**src/rtl/rv_core_pkg.sv**
```systemverilog
// Shared core constants and the register-file write record used by the
// writeback arbiter and its LU result buffer.
package rv_core_pkg;

  localparam int XLEN       = 32;
  localparam int REG_ADDR_W = 5;

  localparam logic [REG_ADDR_W-1:0] ZERO_REG = 5'd0;

  typedef struct packed {
    logic                  we;
    logic [REG_ADDR_W-1:0] rd;
    logic [XLEN-1:0]       data;
  } rf_wr_t;

  // x0 is hardwired, so a write aimed at it is no write at all.
  function automatic logic writesReg(input logic we, input logic [REG_ADDR_W-1:0] rd);
    return we && (rd != ZERO_REG);
  endfunction

endpackage

```
**src/rtl/wb_arb_fifo.sv**
```systemverilog
// Circular buffer of pending LU results. The entry's "we" bit is its live flag;
// a broadcast kill clears it on every entry whose destination matches.
module wb_arb_fifo
  import rv_core_pkg::*;
#(
  parameter int DEPTH = 2
) (
  input  logic                  clk,
  input  logic                  rst,
  input  logic                  push,
  input  rf_wr_t                pushEntry,
  input  logic                  pop,
  input  logic                  killEn,
  input  logic [REG_ADDR_W-1:0] killRd,
  output rf_wr_t                head,
  output logic [$clog2(DEPTH):0] count
);

  localparam int PtrW = $clog2(DEPTH);
  localparam int CntW = PtrW + 1;

  rf_wr_t          mem [DEPTH];
  logic [PtrW-1:0] headPtr;
  logic [PtrW-1:0] tailPtr;

  always_ff @(posedge clk) begin
    if (rst) begin
      headPtr <= '0;
      tailPtr <= '0;
      count   <= '0;
    end else begin
      if (push) tailPtr <= tailPtr + PtrW'(1);
      if (pop)  headPtr <= headPtr + PtrW'(1);
      case ({push, pop})
        2'b10:   count <= count + CntW'(1);
        2'b01:   count <= count - CntW'(1);
        default: ;
      endcase
    end
  end

  // NOTE: storage has no reset; count alone decides which slots hold entries.
  // A push into the tail slot is written after the kill loop so it takes precedence.
  always_ff @(posedge clk) begin
    for (int i = 0; i < DEPTH; i++) begin
      if (killEn && (mem[i].rd == killRd)) mem[i].we <= 1'b0;
    end
    if (push) mem[tailPtr] <= pushEntry;
  end

  assign head = mem[headPtr];

endmodule

```
**src/rtl/rf_write_arbiter.sv**
```systemverilog
// Register-file write-port arbiter: pipeline writeback always wins, LU results
// drain from a kill-on-overwrite buffer. Optional starvation guard: RF_ARB_STARVE_GUARD_EN.
module rf_write_arbiter
  import rv_core_pkg::*;
#(
  parameter int DEPTH        = 2,
  parameter int STARVE_LIMIT = 4
) (
  input  logic                   clk,
  input  logic                   rst,
  input  logic                   PipeRegWrite,
  input  logic [REG_ADDR_W-1:0]  PipeRd,
  input  logic [XLEN-1:0]        PipeData,
  input  logic                   LuValid,
  input  logic [REG_ADDR_W-1:0]  LuRd,
  input  logic [XLEN-1:0]        LuData,
  output logic                   LuReady,
  output logic                   StallReq,
  output logic                   RfWe,
  output logic [REG_ADDR_W-1:0]  RfWaddr,
  output logic [XLEN-1:0]        RfWdata,
  output logic [$clog2(DEPTH):0] BufCount
);

  localparam int CntW = $clog2(DEPTH) + 1;

  if (DEPTH < 2 || (DEPTH & (DEPTH - 1)) != 0 || STARVE_LIMIT < 1 || STARVE_LIMIT > 15)
  begin : gBadParams
    $error("rf_write_arbiter: DEPTH must be a power of two >= 2, STARVE_LIMIT in 1..15");
  end

  logic   pipeReq;
  logic   bufNonEmpty;
  logic   popHead;
  logic   pushLu;
  rf_wr_t pushEntry;
  rf_wr_t head;

  assign pipeReq     = writesReg(PipeRegWrite, PipeRd);
  assign bufNonEmpty = (BufCount != '0);
  // Pop decisions use the registered count, so a fresh LU push is never popped through.
  assign popHead     = !pipeReq && bufNonEmpty;
  assign LuReady     = !rst && (BufCount < CntW'(DEPTH));
  assign pushLu      = LuValid && LuReady && (LuRd != ZERO_REG);

  // An LU result is older than a concurrent pipe write to the same rd.
  assign pushEntry = '{we:   !(pipeReq && (PipeRd == LuRd)),
                       rd:   LuRd,
                       data: LuData};

  wb_arb_fifo #(.DEPTH(DEPTH)) fifo (
    .clk      (clk),
    .rst      (rst),
    .push     (pushLu),
    .pushEntry(pushEntry),
    .pop      (popHead),
    .killEn   (pipeReq),
    .killRd   (PipeRd),
    .head     (head),
    .count    (BufCount)
  );

  always_ff @(posedge clk) begin
    if (rst) begin
      RfWe    <= 1'b0;
      RfWaddr <= '0;
      RfWdata <= '0;
    end else if (pipeReq) begin
      RfWe    <= 1'b1;
      RfWaddr <= PipeRd;
      RfWdata <= PipeData;
    end else if (popHead) begin
      RfWe    <= head.we;
      RfWaddr <= head.rd;
      RfWdata <= head.data;
    end else begin
      RfWe    <= 1'b0;
    end
  end

`ifdef RF_ARB_STARVE_GUARD_EN
  logic [3:0] starveCnt;
  logic [3:0] starveNext;

  // NOTE: blocking assignments in always_comb with a default first, so no latch is inferred.
  always_comb begin
    starveNext = starveCnt;
    if (popHead) begin
      starveNext = '0;
    end else if (bufNonEmpty && (starveCnt != 4'(STARVE_LIMIT))) begin
      starveNext = starveCnt + 4'd1;
    end
  end

  // Saturating at the limit keeps StallReq asserted while the pipe ignores it.
  always_ff @(posedge clk) begin
    if (rst) begin
      starveCnt <= '0;
      StallReq  <= 1'b0;
    end else begin
      starveCnt <= starveNext;
      StallReq  <= (starveNext == 4'(STARVE_LIMIT));
    end
  end
`else
  assign StallReq = 1'b0;
`endif

endmodule

```
**config.mk**
```make
export PLATFORM = sky130hd
export DESIGN_NAME = rf_write_arbiter
export DESIGN_NICKNAME = d
export VERILOG_FILES = /design/src/rtl/rv_core_pkg.sv /design/src/rtl/wb_arb_fifo.sv /design/src/rtl/rf_write_arbiter.sv
export SDC_FILE = /design/constraint.sdc
export NUM_CORES = 1
export LEC_CHECK = 0
export ABC_AREA = 1
export CAP_MARGIN = 15
export CORE_UTILIZATION = 50
export CTS_CLUSTER_SIZE = 30
export DETAILED_ROUTE_END_ITERATION = 12
export GPL_TIMING_DRIVEN = 0
export PLACE_DENSITY = 0.8
export REMOVE_ABC_BUFFERS = 1
export SYNTH_ARGS = -nofsm -noshare
export SYNTH_HDL_FRONTEND = slang
export SYNTH_SLANG_ARGS = --single-unit
```
**constraint.sdc**
```tcl
create_clock -name clk -period 2.6 [get_ports clk]
set_input_delay 0.52 -clock clk [delete_from_list [all_inputs] [get_ports clk]]
set_output_delay 0.52 -clock clk [all_outputs]
set_load 0.005 [all_outputs]
```
# Word-level counts from Yosys, hierarchy flattened
# Memory sizes are Yosys's and may differ from the RTL's. A register that Yosys moved wholly into a read port is not among the register bits.
# Index checks and enable logic that the tools add are counted.
totals:
  ff_bits: 42
  mem_bits_rw: 76
  input_bits: 78
  output_inout_bits: 42
  memories: 1
memory_table:
  columns: ["name", "depth", "word_bits", "rd", "rd_clocked_by_memory_dff", "wr", "line", "text"]
  rows:
  - ["fifo.mem", 2, 38, 3, 1, 3, "wb_arb_fifo.sv:22", "rf_wr_t mem [DEPTH];"]
op_classes:
  add_sub_neg: 4
  n_lt_le_gt_ge: 1
  eq_ne: 5
  muxes: 15
  n_reduce_logical: 16
ops:
  columns: ["operator", "n"]
  rows:
  - ["32-bit two-way mux", 2]
  - ["5-bit == test", 3]
  - ["1-bit two-way mux", 10]
  - ["5-bit two-way mux", 2]
  - ["5-bit nonzero test", 2]
  - ["1-bit logical AND", 8]
  - ["2-bit nonzero test", 3]
  - ["2-bit case mux with 2 select lines", 1]
  - ["1-bit zero test", 3]
  - ["1-bit adder, second input constant", 2]
  - ["2-bit by 1-bit adder with 2-bit output, second input constant", 1]
  - ["2-bit by 1-bit == test with 1-bit output, second input constant", 1]
  - ["2-bit == test, second input constant", 1]
  - ["2-bit less-than comparator, second input constant", 1]
  - ["2-bit by 1-bit subtractor with 2-bit output, second input constant", 1]

# Logic depth before layout (Yosys ltp)
# Gate-level depths: netlist of the first run.
logic_depth:
  ltp_word: 6
  mapped_depth: 11
  mapped_depth_nobuf: 10

# By module
# From an unflattened synthesis of the first run, not the netlist that was laid out.
hier_totals:
  cells_unflattened: 587
  area_unflattened_um2: 5589.1
modules_own_cells:
  columns: ["module", "n_inst", "cells_each", "area_each_um2", "seq_area_each_um2"]
  rows:
  - ["wb_arb_fifo", 1, 210, 3315.7, 2382.3]
  - ["rf_write_arbiter", 1, 377, 2273.4, 760.7]

# Least setup slack after synthesis of the first run
# No wires, ideal clock.
synth_timing:
  path_type: "input to register"
  from: "input rst"
  to: "memory fifo.mem[0][0] (netlist name), enable pin"
  t_arrival_ps: 1714
  t_required_ps: 2209
  path_slack_ps: 494
  path_stages: 3
  path_buffers: 0
  path_cell_list: "nor3b_1 nand3_1 inv_1"
synth_rtl:
  columns: ["element", "line", "text"]
  rows:
  - ["start, declared", "rf_write_arbiter.sv:10", "input logic rst,"]
  - ["end, declared", "wb_arb_fifo.sv:22", null]

# Worst setup path after layout of the first run
layout_timing:
  from: "input PipeRd[0]"
  to: "register fifo.count[1]"
layout_via:
  elab_chain_cells: 6
  word_cells_on_any_way: 8
  cone_classes: "eq/ne: 2; mux: 1; reduce/logical: 5"
layout_lines:
  columns: ["element", "line", "text"]
  rows:
  - ["start, declared", "rf_write_arbiter.sv:12", "input logic [REG_ADDR_W-1:0] PipeRd,"]
  - ["5-bit nonzero test *", "rv_core_pkg.sv:18", "return we && (rd != ZERO_REG);"]
  - ["1-bit logical AND *", "rv_core_pkg.sv:18", null]
  - ["1-bit zero test *", "rf_write_arbiter.sv:42", "assign popHead = !pipeReq && bufNonEmpty;"]
  - ["1-bit logical AND *", "rf_write_arbiter.sv:42", null]
  - ["named net fifo.pop", "wb_arb_fifo.sv:12", "input logic pop,"]
  - ["2-bit by 1-bit == test with 1-bit output / 2-bit == test (equally long branches)", "wb_arb_fifo.sv:34", "case ({push, pop})"]
  - ["2-bit case mux with 2 select lines / 2-bit nonzero test (equally long branches)", null, null]
  - ["end signal, assigned", "wb_arb_fifo.sv:35", "2'b10: count <= count + CntW'(1);"]
  - ["end signal, assigned", "wb_arb_fifo.sv:36", "2'b01: count <= count - CntW'(1);"]
  - ["end, declared", "wb_arb_fifo.sv:16", "output logic [$clog2(DEPTH):0] count"]
# The timed path passes the listed nets; every way through them passes the cells marked *.
# A chain may end at the register's enable or synchronous reset.

==> results of run 1 <==
[state kept, by name, indices dropped and copies added, names as in the netlist, named ones only]
signal,count
RfWe,1
fifo.mem,76
fifo.count,2
RfWaddr,5
fifo.tailPtr,1
fifo.headPtr,1
RfWdata,32
[synth_stat cells]
cell | count | area [sq um]
sky130_fd_sc_hd__o21ai_1 | 10 | 50.1
sky130_fd_sc_hd__nor3b_1 | 1 | 7.51
sky130_fd_sc_hd__dfxtp_1 | 43 | 861
sky130_fd_sc_hd__nand2_1 | 137 | 514
sky130_fd_sc_hd__ha_1 | 1 | 12.5
sky130_fd_sc_hd__nand3_1 | 43 | 215
sky130_fd_sc_hd__clkinv_1 | 1 | 3.75
sky130_fd_sc_hd__xor2_1 | 12 | 105
sky130_fd_sc_hd__buf_4 | 2 | 15.0
sky130_fd_sc_hd__xnor2_1 | 5 | 43.8
sky130_fd_sc_hd__edfxtp_1 | 76 | 2280
sky130_fd_sc_hd__nor2_4 | 2 | 22.5
sky130_fd_sc_hd__nand2_4 | 1 | 11.3
sky130_fd_sc_hd__inv_2 | 1 | 3.75
sky130_fd_sc_hd__mux2i_1 | 1 | 10.0
sky130_fd_sc_hd__nor3_1 | 1 | 5.00
sky130_fd_sc_hd__inv_1 | 53 | 199
sky130_fd_sc_hd__nand3_4 | 1 | 17.5
sky130_fd_sc_hd__nand2_2 | 1 | 6.26
sky130_fd_sc_hd__inv_6 | 1 | 8.76
sky130_fd_sc_hd__nor2_1 | 69 | 259
sky130_fd_sc_hd__clkbuf_1 | 11 | 41.3
sky130_fd_sc_hd__conb_1 | 1 | 3.75
sky130_fd_sc_hd__o21ai_0 | 57 | 285
sky130_fd_sc_hd__buf_1 | 2 | 7.51
sky130_fd_sc_hd__buf_6 | 4 | 45.0
sky130_fd_sc_hd__buf_2 | 13 | 65.1
sky130_fd_sc_hd__a21oi_1 | 4 | 20.0
[cell type report]
cell class,instances,area (sq um),share of cell area [%]
Tap cell,133,166,2.41
Sequential cell,119,3140,45.6
Timing Repair Buffer,120,1230,17.8
Multi-Input combinational cell,348,1610,23.4
Clock inverter,14,105,1.52
Inverter,56,220,3.19
Antenna cell,1,2.50,0.0363
Clock buffer,18,418,6.06
[path summary, 6_finish.rpt]
| kind | startpoint | to | slack (ns) |
|---|---|---|---|
| max | PipeRd[0] | fifo.count[1] | 0.13 |
| min | fifo.tailPtr | fifo.tailPtr | 0.49 |
| max reg2reg | fifo.count[1] | RfWdata[17] | 0.48 |
| min reg2reg | fifo.tailPtr | fifo.tailPtr | 0.49 |
[layout by cell type, fill, tap and decap left out, drive strengths merged, types with 2 or more instances in the layout]
master           n
nand2          140
clkdlybuf4s50  117
edfxtp          76
nor2            71
o21ai           67
inv             57
nand3           44
dfxtp           43
clkbuf          18
xor2            12
clkinvlp         7
clkinv           6
xnor2            5
a21oi            4
buf              2
[kinds of logic after synthesis]
family                   after synthesis  share of synthesized area (%)
AO/OA/AOI/OAI                         71                           6.94
XOR/XNOR                              17                           2.91
adder cells (fa/ha/maj)                1                          0.244
buffers and inverters                 88                           7.60
flip-flops                           119                           61.4
multiplexers                           1                          0.195
other                                  1                         0.0732
AND/OR/NAND/NOR                      256                           20.7
[per-stage QoR]
stage	total power (uW)	cells	util [%]	hold slack, ns
2_1_floorplan	3150	522	-	0.447
3_3_place_gp	3810	773	63.8	0.465
3_5_place_dp	3880	774	64.0	0.483
4_1_cts	5900	806	69.5	0.489
5_1_grt	6200	808	69.9	0.527
6_report	5880	809	69.9	0.487
[routing by layer]
| layer | global-route usage, % | vias to the layer above | part of all wire, % |
|---|---|---|---|
| li1 | - | 2020 | - |
| met1 | 25.4 | 1830 | 40 |
| met3 | 5.71 | 14 | 5.9 |
| met4 | 8.56 | 0 | 1.3 |
| met2 | 41.7 | 126 | 53 |
| met5 | 0 | - | 0 |
[power by group through the flow]
stage	Sequential (uW)	Clock [uW]	Combinational (uW)
detailed placement	2490	0	1390
floorplan	2510	0	640
CTS	2450	2040	1410
global route	2490	2130	1590
finish	2460	2010	1400
global placement	2530	0	1280
[critical path, cell delays in order]
cell                              delay (ns)
sky130_fd_sc_hd__clkdlybuf4s50_1        0.61
sky130_fd_sc_hd__inv_1                  0.12
sky130_fd_sc_hd__nand3_4                0.20
sky130_fd_sc_hd__nand2_8                0.19
sky130_fd_sc_hd__inv_6                  0.27
sky130_fd_sc_hd__nor2_1                 0.13
sky130_fd_sc_hd__ha_1                   0.38
sky130_fd_sc_hd__a21oi_1                0.13
sky130_fd_sc_hd__o21ai_0                0.11
sky130_fd_sc_hd__xor2_1                 0.14
sky130_fd_sc_hd__nor2_1                 0.05
[repair_timing]
item / 4_1_cts / 5_1_grt
gates resized for setup: 3 / 2
setup buffers: 0 / 0
gates cloned: 0 / 1
setup endpoints to repair: 29 / 28
==> impl_metrics.env, run 1 <==
export IMPL_fin_crit_sh_pct=95.0
export IMPL_core_area_sq_um=9860
export IMPL_clock_power_share_pct=34.3
export IMPL_layout_cell_area_non_filler_sq_um=6900
export IMPL_drive_above_1_share_pct=6.52
export IMPL_place_area_sq_um=6320
export IMPL_synth_seq_area_share_pct=61.4
export IMPL_num_io_pins=120
export IMPL_timing_max_transition_violations_final=0
export IMPL_initial_core_util_pct=51.9
export IMPL_grt_total_usage_pct=22.7
export IMPL_setup_violations=0
export IMPL_synth_cell_types=28
export IMPL_timing_worst_slew_pin_value_ns=0.897
export IMPL_cts_path_max_buffers=2
export IMPL_syn_inst=554
export IMPL_run_status="complete, no violations"
export IMPL_buffer_ports_inserted=118
export IMPL_end_kind="flop"
export IMPL_total_leakage_power_uw=0.00279
export IMPL_detail_route_drc_violations=0
export IMPL_drt_first_iter_violations=172
export IMPL_pre_cts_slack_ns=-0.861
export IMPL_maximum_resistive_drop_on_vdd_mv=0.449
export IMPL_finalHoldViolCount=0
export IMPL_die_area_sq_um=10700
export IMPL_worst_slack_ns=0.130
export IMPL_rsz0062_at_grt="no"
export IMPL_syn_mean_instance_area_sq_um=9.24
export IMPL_startpoint_type="input pin"
export IMPL_design_final_nets=741
export IMPL_p_seq_share_pct=41.8
export IMPL_net_switching_power_uw=1750
export IMPL_power_density_cell_area_nw_per_um2=852
export IMPL_place_gp_congestion=0.762
export IMPL_grt_overflow_total=0
export IMPL_critical_path_class="input pin to flop"
export IMPL_share_of_total_power_consumed_by_net_switching_pct=29.7
export IMPL_skew_pair_late_insertion_delay_ns=0.50
export IMPL_final_fill_count=750
export IMPL_final_period_minus_worst_setup_slack_ns=2.47
export IMPL_combinationalPowerShare_pct=23.9
export IMPL_finalClockSkew_ns=0.00859
export IMPL_worst_endpoint_arrival_ns=2.85
export IMPL_pin_count_of_the_biggest_net_entering_global_routing=54
export IMPL_wl_per_cell_um=14.6
export IMPL_route_vias_total=3990
export IMPL_detail_route_antenna_nets=0
export IMPL_synth_seq_cells=119
export IMPL_viasPerCell=4.93
export IMPL_worst_r2r_path_depth=5
export IMPL_vias_in_the_first_global_route=3859
export IMPL_setup_tns_ns=0
export IMPL_max_cap_violations=0
export IMPL_hpwlAfterDp_um=7370
export IMPL_detailedRoute_firstPassIterationCount=4
export IMPL_clock_tree_from_tritoncts="yes"
export IMPL_crit_required_ns=2.98
export IMPL_row_count=36
export IMPL_number_of_antenna_violations_at_the_first_check_in_global_routing=0
export IMPL_dieWidth_um=103
export IMPL_timing_hold_worst_path_depth=2
export IMPL_grt_pass1_wl_um=17900
export IMPL_chipHeight_um=103
export IMPL_synthToLayoutAreaGrowth_pct=34.7
export IMPL_cts_reportedPaths_clkPinSlew_ns=0.05
export IMPL_ctsRootBufferMaster="sky130_fd_sc_hd__clkbuf_8"
export IMPL_p_int_uw=4130
export IMPL_max_freq_ghz=0.405
export IMPL_cts_hold_buffers=0
export IMPL_cell_area_after_synthesis_sq_um=5120
export IMPL_worst_hold_path_type="flop to flop"
export IMPL_max_slew_margin_pct=40.1
export IMPL_ctsHtreeMaxLevel=4
export IMPL_totalWireLength_um=11800
export IMPL_clock_sink_count=119
export IMPL_synthesis_yosys_warnings=0
export IMPL_cts_buffers=17
export IMPL_critPathMaxFanout=28
No activity file was read; power rests on OpenSTA's default activity.
==> run 2, diff against run 1 <==
Settings changed: RECOVER_POWER from default to 25.
==> impl_metrics.env, run 2 (same netlist as run 1, synthesis figures left out) <==
export IMPL_run_status="complete, no violations"
export IMPL_worst_r2r_path_depth=5
export IMPL_total_power_uw=5870
export IMPL_chipHeight_um=103
export IMPL_row_count=36
export IMPL_cts_buffers=17
export IMPL_reg2reg_to="RfWdata[17]"
export IMPL_totalWireLength_um=11700
export IMPL_rsz0062_at_grt="no"
export IMPL_die_area_sq_um=10700
export IMPL_final_cell_mix="sky130_fd_sc_hd__nand2_1 (137), sky130_fd_sc_hd__clkdlybuf4s50_1 (87), sky130_fd_sc_hd__edfxtp_1 (76)"
export IMPL_dp_cell_count=774
export IMPL_timing_max_transition_violations_final=0
export IMPL_r2r_slack_ns=0.46
export IMPL_startpoint_type="input pin"
export IMPL_max_stage_delay_ns=0.61
export IMPL_detail_route_drc_violations=0
export IMPL_holdWs_ns=0.487
export IMPL_worstPathCellList="clkdlybuf4s50_1 -> inv_1 -> nand3_4 -> nand2_8 -> inv_6 -> nor2_1 -> ha_1 -> a21oi_1 -> o21ai_0 -> xor2_1 -> nor2_1"
export IMPL_skew_pair_late_insertion_delay_ns=0.50
export IMPL_final_common_cell="sky130_fd_sc_hd__nand2_1"
export IMPL_design_final_nets=741
export IMPL_num_io_pins=120
export IMPL_r2r_start="fifo.count[1]"
export IMPL_biggestRegsByFlops="fifo.mem (76), RfWdata (32), RfWaddr (5)"
export IMPL_fin_crit_sh_pct=94.4
export IMPL_synthToLayoutAreaGrowth_pct=34.7
export IMPL_critPathMaxFanout=28
export IMPL_clock_sink_count=119
export IMPL_pin_count_of_the_biggest_net_entering_global_routing=54
export IMPL_clock_tree_from_tritoncts="yes"
export IMPL_max_slew_margin_pct=40.1
export IMPL_ctsRootBufferMaster="sky130_fd_sc_hd__clkbuf_8"
export IMPL_power_density_cell_area_nw_per_um2=851
export IMPL_final_period_minus_worst_setup_slack_ns=2.45
export IMPL_crit_required_ns=2.99
export IMPL_number_of_antenna_violations_at_the_first_check_in_global_routing=1
export IMPL_timing_worst_slew_pin_value_ns=0.897
export IMPL_finish_cell_count_without_fillers=808
export IMPL_initial_core_util_pct=51.9
export IMPL_drt_first_iter_violations=149
export IMPL_setup_tns_ns=0
export IMPL_hpwlAfterDp_um=7370
export IMPL_worst_setup_path_endpoint="fifo.count[1]"
export IMPL_flip_flop_count_of_the_largest_register_all_copies_and_words_added=76
export IMPL_timing_hold_worst_path_depth=2
export IMPL_setup_violations=0
export IMPL_worst_hold_path_type="flop to flop"
export IMPL_worst_endpoint_arrival_ns=2.84
export IMPL_crit_slowest_cell="sky130_fd_sc_hd__clkdlybuf4s50_1"
export IMPL_finalHoldViolCount=0
export IMPL_total_leakage_power_uw=0.00280
export IMPL_detailedRoute_firstPassIterationCount=4
export IMPL_drive_above_1_share_pct=6.52
export IMPL_max_freq_ghz=0.407
export IMPL_grt_pass1_wl_um=17900
export IMPL_wl_per_cell_um=14.5
export IMPL_end_kind="flop"
export IMPL_dieWidth_um=103
export IMPL_viasPerCell=4.97
export IMPL_grt_overflow_total=0
export IMPL_cpMostUsedCell="sky130_fd_sc_hd__nor2_1"
export IMPL_detail_route_antenna_nets=0
export IMPL_cts_reportedPaths_clkPinSlew_ns=0.05
export IMPL_grt_total_usage_pct=22.7
export IMPL_cts_path_max_buffers=2
export IMPL_post_cts_setup_buffer_count=0
export IMPL_core_area_sq_um=9860
export IMPL_finalClockSkew_ns=0.00975
export IMPL_vias_in_the_first_global_route=3859
export IMPL_maximum_resistive_drop_on_vdd_mv=0.448
export IMPL_route_vias_total=4019
export IMPL_buffer_ports_inserted=118
export IMPL_critical_path_class="input pin to flop"
export IMPL_cp_startpoint="PipeRd[0]"
export IMPL_max_cap_violations=0
export IMPL_largest_register="fifo.mem"
export IMPL_antenna_cells=0
export IMPL_postLayoutCoreUtil_pct=69.9
export IMPL_place_gp_congestion=0.762
export IMPL_ctsHtreeMaxLevel=4
export IMPL_final_fill_count=750
-- run 2: cell types whose count changed in the layout (fill, tap and decap cells not counted) --
cell,previous run,this run
sky130_fd_sc_hd__clkdlybuf4s50_1,117,87
sky130_fd_sc_hd__dlygate4sd3_1,0,30
sky130_fd_sc_hd__diode_2,1,0
-- run 2: metal layers --
| layer | vias to the layer above | global-route usage, % | routed length, um |
|---|---|---|---|
| met3 | 20 | 5.71 | 724 |
| met4 | 2 | 8.56 | 199 |
| met1 | 1849 | 25.4 | 4660 |
| met2 | 136 | 41.7 | 6140 |
| met5 | - | 0 | 13 |
| li1 | 2012 | - | - |
-- run 2: final cells by class --
| class | instances | area (sq um) | area share, % |
|---|---|---|---|
| Sequential cell | 119 | 3140 | 45.6 |
| Tap cell | 133 | 166 | 2.41 |
| Clock inverter | 14 | 105 | 1.52 |
| Inverter | 56 | 220 | 3.19 |
| Timing Repair Buffer | 120 | 1230 | 17.9 |
| Clock buffer | 18 | 418 | 6.06 |
| Multi-Input combinational cell | 348 | 1610 | 23.4 |
-- run 2: power by group --
part / switching [uW] / internal (uW) / total (uW)
Clock: 846 / 1170 / 2020
Sequential: 169 / 2290 / 2460
Combinational: 734 / 661 / 1400
Total: 1750 / 4120 / 5870
-- run 2: worst max-delay path, delay by kind of cell --
kind | cells | cell delay (ns)
AO/OA/AOI/OAI | 2 | 0.23
XOR/XNOR | 1 | 0.14
adder cells (fa/ha/maj) | 1 | 0.38
buffers and inverters | 3 | 1.00
AND/OR/NAND/NOR | 4 | 0.57
-- run 2: how the worst min path moves through the flow --
stage / startpoint / end / slack, ns
after floorplan: fifo.tailPtr / fifo.tailPtr / 0.45
after global placement: fifo.tailPtr / fifo.tailPtr / 0.46
after detailed placement: fifo.tailPtr / fifo.tailPtr / 0.48
after CTS: fifo.tailPtr / fifo.tailPtr / 0.49
after global routing: fifo.tailPtr / fifo.tailPtr / 0.53
final: fifo.tailPtr / fifo.tailPtr / 0.49
-- run 2: per-stage QoR --
step | instance area [sq um] | setup WS [ns]
after floorplan | 4950 | 0.352
after global placement | 6290 | -0.780
after detailed placement | 6320 | -0.861
after CTS | 6850 | 0.0349
after global routing | 6900 | 0.00825
final | 6900 | 0.146
-- run 2: what timing repair did --
action | in CTS | in global routing
cloned | 0 | 1
resized for setup | 3 | 2
hold buffers | 0 | 0
endpoints found under the setup margin | 29 | 28
==> run 3, diff against run 2 <==
Settings changed: CORE_ASPECT_RATIO from default to 1.25.
Clock period 2.6 ns to 2.35 ns, I/O delays scaled along.
==> impl_metrics.env, run 3 (same netlist as run 1, synthesis figures left out) <==
export IMPL_run_status="complete, no violations"
export IMPL_r2r_start="fifo.count[1]"
export IMPL_final_cell_mix="sky130_fd_sc_hd__nand2_1 (137), sky130_fd_sc_hd__clkdlybuf4s50_1 (86), sky130_fd_sc_hd__edfxtp_1 (76)"
export IMPL_grt_overflow_total=0
export IMPL_maximum_resistive_drop_on_vdd_mv=0.706
export IMPL_number_of_antenna_violations_at_the_first_check_in_global_routing=1
export IMPL_cts_hold_buffers=0
export IMPL_reg2reg_to="fifo.count[1]"
export IMPL_worst_hold_startpoint="fifo.headPtr"
export IMPL_timing_max_transition_violations_final=0
export IMPL_route_vias_total=4109
export IMPL_design_final_nets=744
export IMPL_rsz0062_at_grt="no"
export IMPL_buffer_ports_inserted=118
export IMPL_finalClockSkew_ns=0.00846
export IMPL_ctsHtreeMaxLevel=4
export IMPL_cts_path_max_buffers=2
export IMPL_worst_r2r_path_depth=7
export IMPL_detail_route_antenna_nets=0
export IMPL_worstPathCellList="clkdlybuf4s50_1 -> nor3b_1 -> nand3_1 -> clkinv_2"
export IMPL_biggestRegsByFlops="fifo.mem (76), RfWdata (32), RfWaddr (5)"
export IMPL_pre_cts_slack_ns=-1.11
export IMPL_holdWs_ns=0.506
export IMPL_final_common_cell="sky130_fd_sc_hd__nand2_1"
export IMPL_final_fill_count=716
export IMPL_core_area_sq_um=9760
export IMPL_timing_hold_worst_path_depth=2
export IMPL_worst_path_dominant_cell_family="buffers and inverters"
export IMPL_num_io_pins=120
export IMPL_ctsRootBufferMaster="sky130_fd_sc_hd__clkbuf_16"
export IMPL_largest_register="fifo.mem"
export IMPL_cts_buffers=17
export IMPL_postLayoutCoreUtil_pct=72.0
export IMPL_drive_above_1_share_pct=6.49
export IMPL_clock_sink_count=119
export IMPL_startpoint_type="input pin"
export IMPL_viasPerCell=5.10
export IMPL_place_gp_congestion=0.788
export IMPL_max_freq_ghz=0.445
export IMPL_hpwlAfterDp_um=7370
export IMPL_vias_in_the_first_global_route=4182
export IMPL_grt_pass1_wl_um=19600
export IMPL_end_kind="flop"
export IMPL_clock_tree_from_tritoncts="yes"
export IMPL_dieWidth_um=92.5
export IMPL_wl_per_cell_um=15.4
export IMPL_crit_required_ns=2.39
export IMPL_timing_worst_slew_pin_value_ns=0.808
export IMPL_critPathMaxFanout=37
export IMPL_chipHeight_um=115
export IMPL_total_leakage_power_uw=0.00290
export IMPL_path_buf_inv=2
export IMPL_worst_hold_path_type="flop to flop"
export IMPL_total_power_uw=7050
export IMPL_skew_pair_late_insertion_delay_ns=0.41
export IMPL_worst_endpoint_arrival_ns=2.29
export IMPL_critical_path_class="input pin to flop"
export IMPL_final_period_minus_worst_setup_slack_ns=2.25
export IMPL_initial_core_util_pct=52.5
export IMPL_power_density_cell_area_nw_per_um2=1000
export IMPL_cts_reportedPaths_clkPinSlew_ns=0.05
export IMPL_detail_route_drc_violations=0
export IMPL_max_stage_delay_ns=0.56
export IMPL_row_count=40
export IMPL_fin_crit_sh_pct=95.6
export IMPL_die_area_sq_um=10700
export IMPL_setup_violations=0
export IMPL_worst_slack_ns=0.104
export IMPL_drt_first_iter_violations=379
export IMPL_flip_flop_count_of_the_largest_register_all_copies_and_words_added=76
export IMPL_synthToLayoutAreaGrowth_pct=37.3
export IMPL_finalHoldViolCount=0
export IMPL_r2r_slack_ns=0.21
export IMPL_pin_count_of_the_biggest_net_entering_global_routing=49
export IMPL_detailedRoute_firstPassIterationCount=5
export IMPL_max_slew_margin_pct=46.1
export IMPL_grt_total_usage_pct=24.7
export IMPL_crit_slowest_cell="sky130_fd_sc_hd__clkinv_2"
export IMPL_max_cap_violations=0
export IMPL_totalWireLength_um=12400
## run 3: layout make-up
cell class | count | area [sq um] | area share [%]
antenna | 1 | 2.50 | 0.0356
clock buffer | 21 | 440 | 6.27
clock inverter | 11 | 180 | 2.56
inverter | 56 | 230 | 3.28
multi-input combinational | 349 | 1630 | 23.2
sequential | 119 | 3140 | 44.7
tap | 126 | 158 | 2.24
timing repair buffer | 122 | 1240 | 17.7
## run 3: metal layers
layer  vias up  routed length [um]  track usage (%)
li1       2017                   -                -
met3        28                 755             5.42
met1      1893                4580             25.5
met5         -                   0                0
met4         0                 400             15.3
met2       171                6680             45.2
## run 3: worst max-delay path by stage
stage,startpoint,to,cells after the start
after detailed placement,PipeRd[4],fifo.count[1],11
final,rst,fifo.mem[0][17],4
after global routing,rst,fifo.mem[0][27],4
after CTS,PipeRd[1],fifo.count[1],11
after global placement,PipeRd[4],fifo.count[1],11
after floorplan,PipeRd[4],fifo.count[1],10
## run 3: report_power, final
part / switching, uW / internal [uW]
combinational: 856 / 736
clock: 875 / 1870
sequential: 188 / 2530
total: 1920 / 5130
## run 3: through the flow
stage,TNS [ns],area (sq um),cells
final,0,7030,805
after global placement,-79.41,6290,766
after detailed placement,-48.57,6310,767
after floorplan,0,4950,522
after CTS,0,6980,803
after global routing,0,7030,805
## run 3: what timing repair did
item,4_1_cts,5_1_grt
gates resized for setup,10,6
gates cloned,2,0
setup endpoints to repair,38,90
pin swaps,1,1
setup buffers,2,0
## run 3: worst register-to-register path: stages (launching register included)
cell                      delay (ns)
sky130_fd_sc_hd__dfxtp_1        0.36
sky130_fd_sc_hd__nor2_2         0.66
sky130_fd_sc_hd__nor2_2         0.15
sky130_fd_sc_hd__ha_1           0.37
sky130_fd_sc_hd__a21oi_1        0.15
sky130_fd_sc_hd__o21ai_0        0.12
sky130_fd_sc_hd__xor2_1         0.17
sky130_fd_sc_hd__nor2_1         0.05
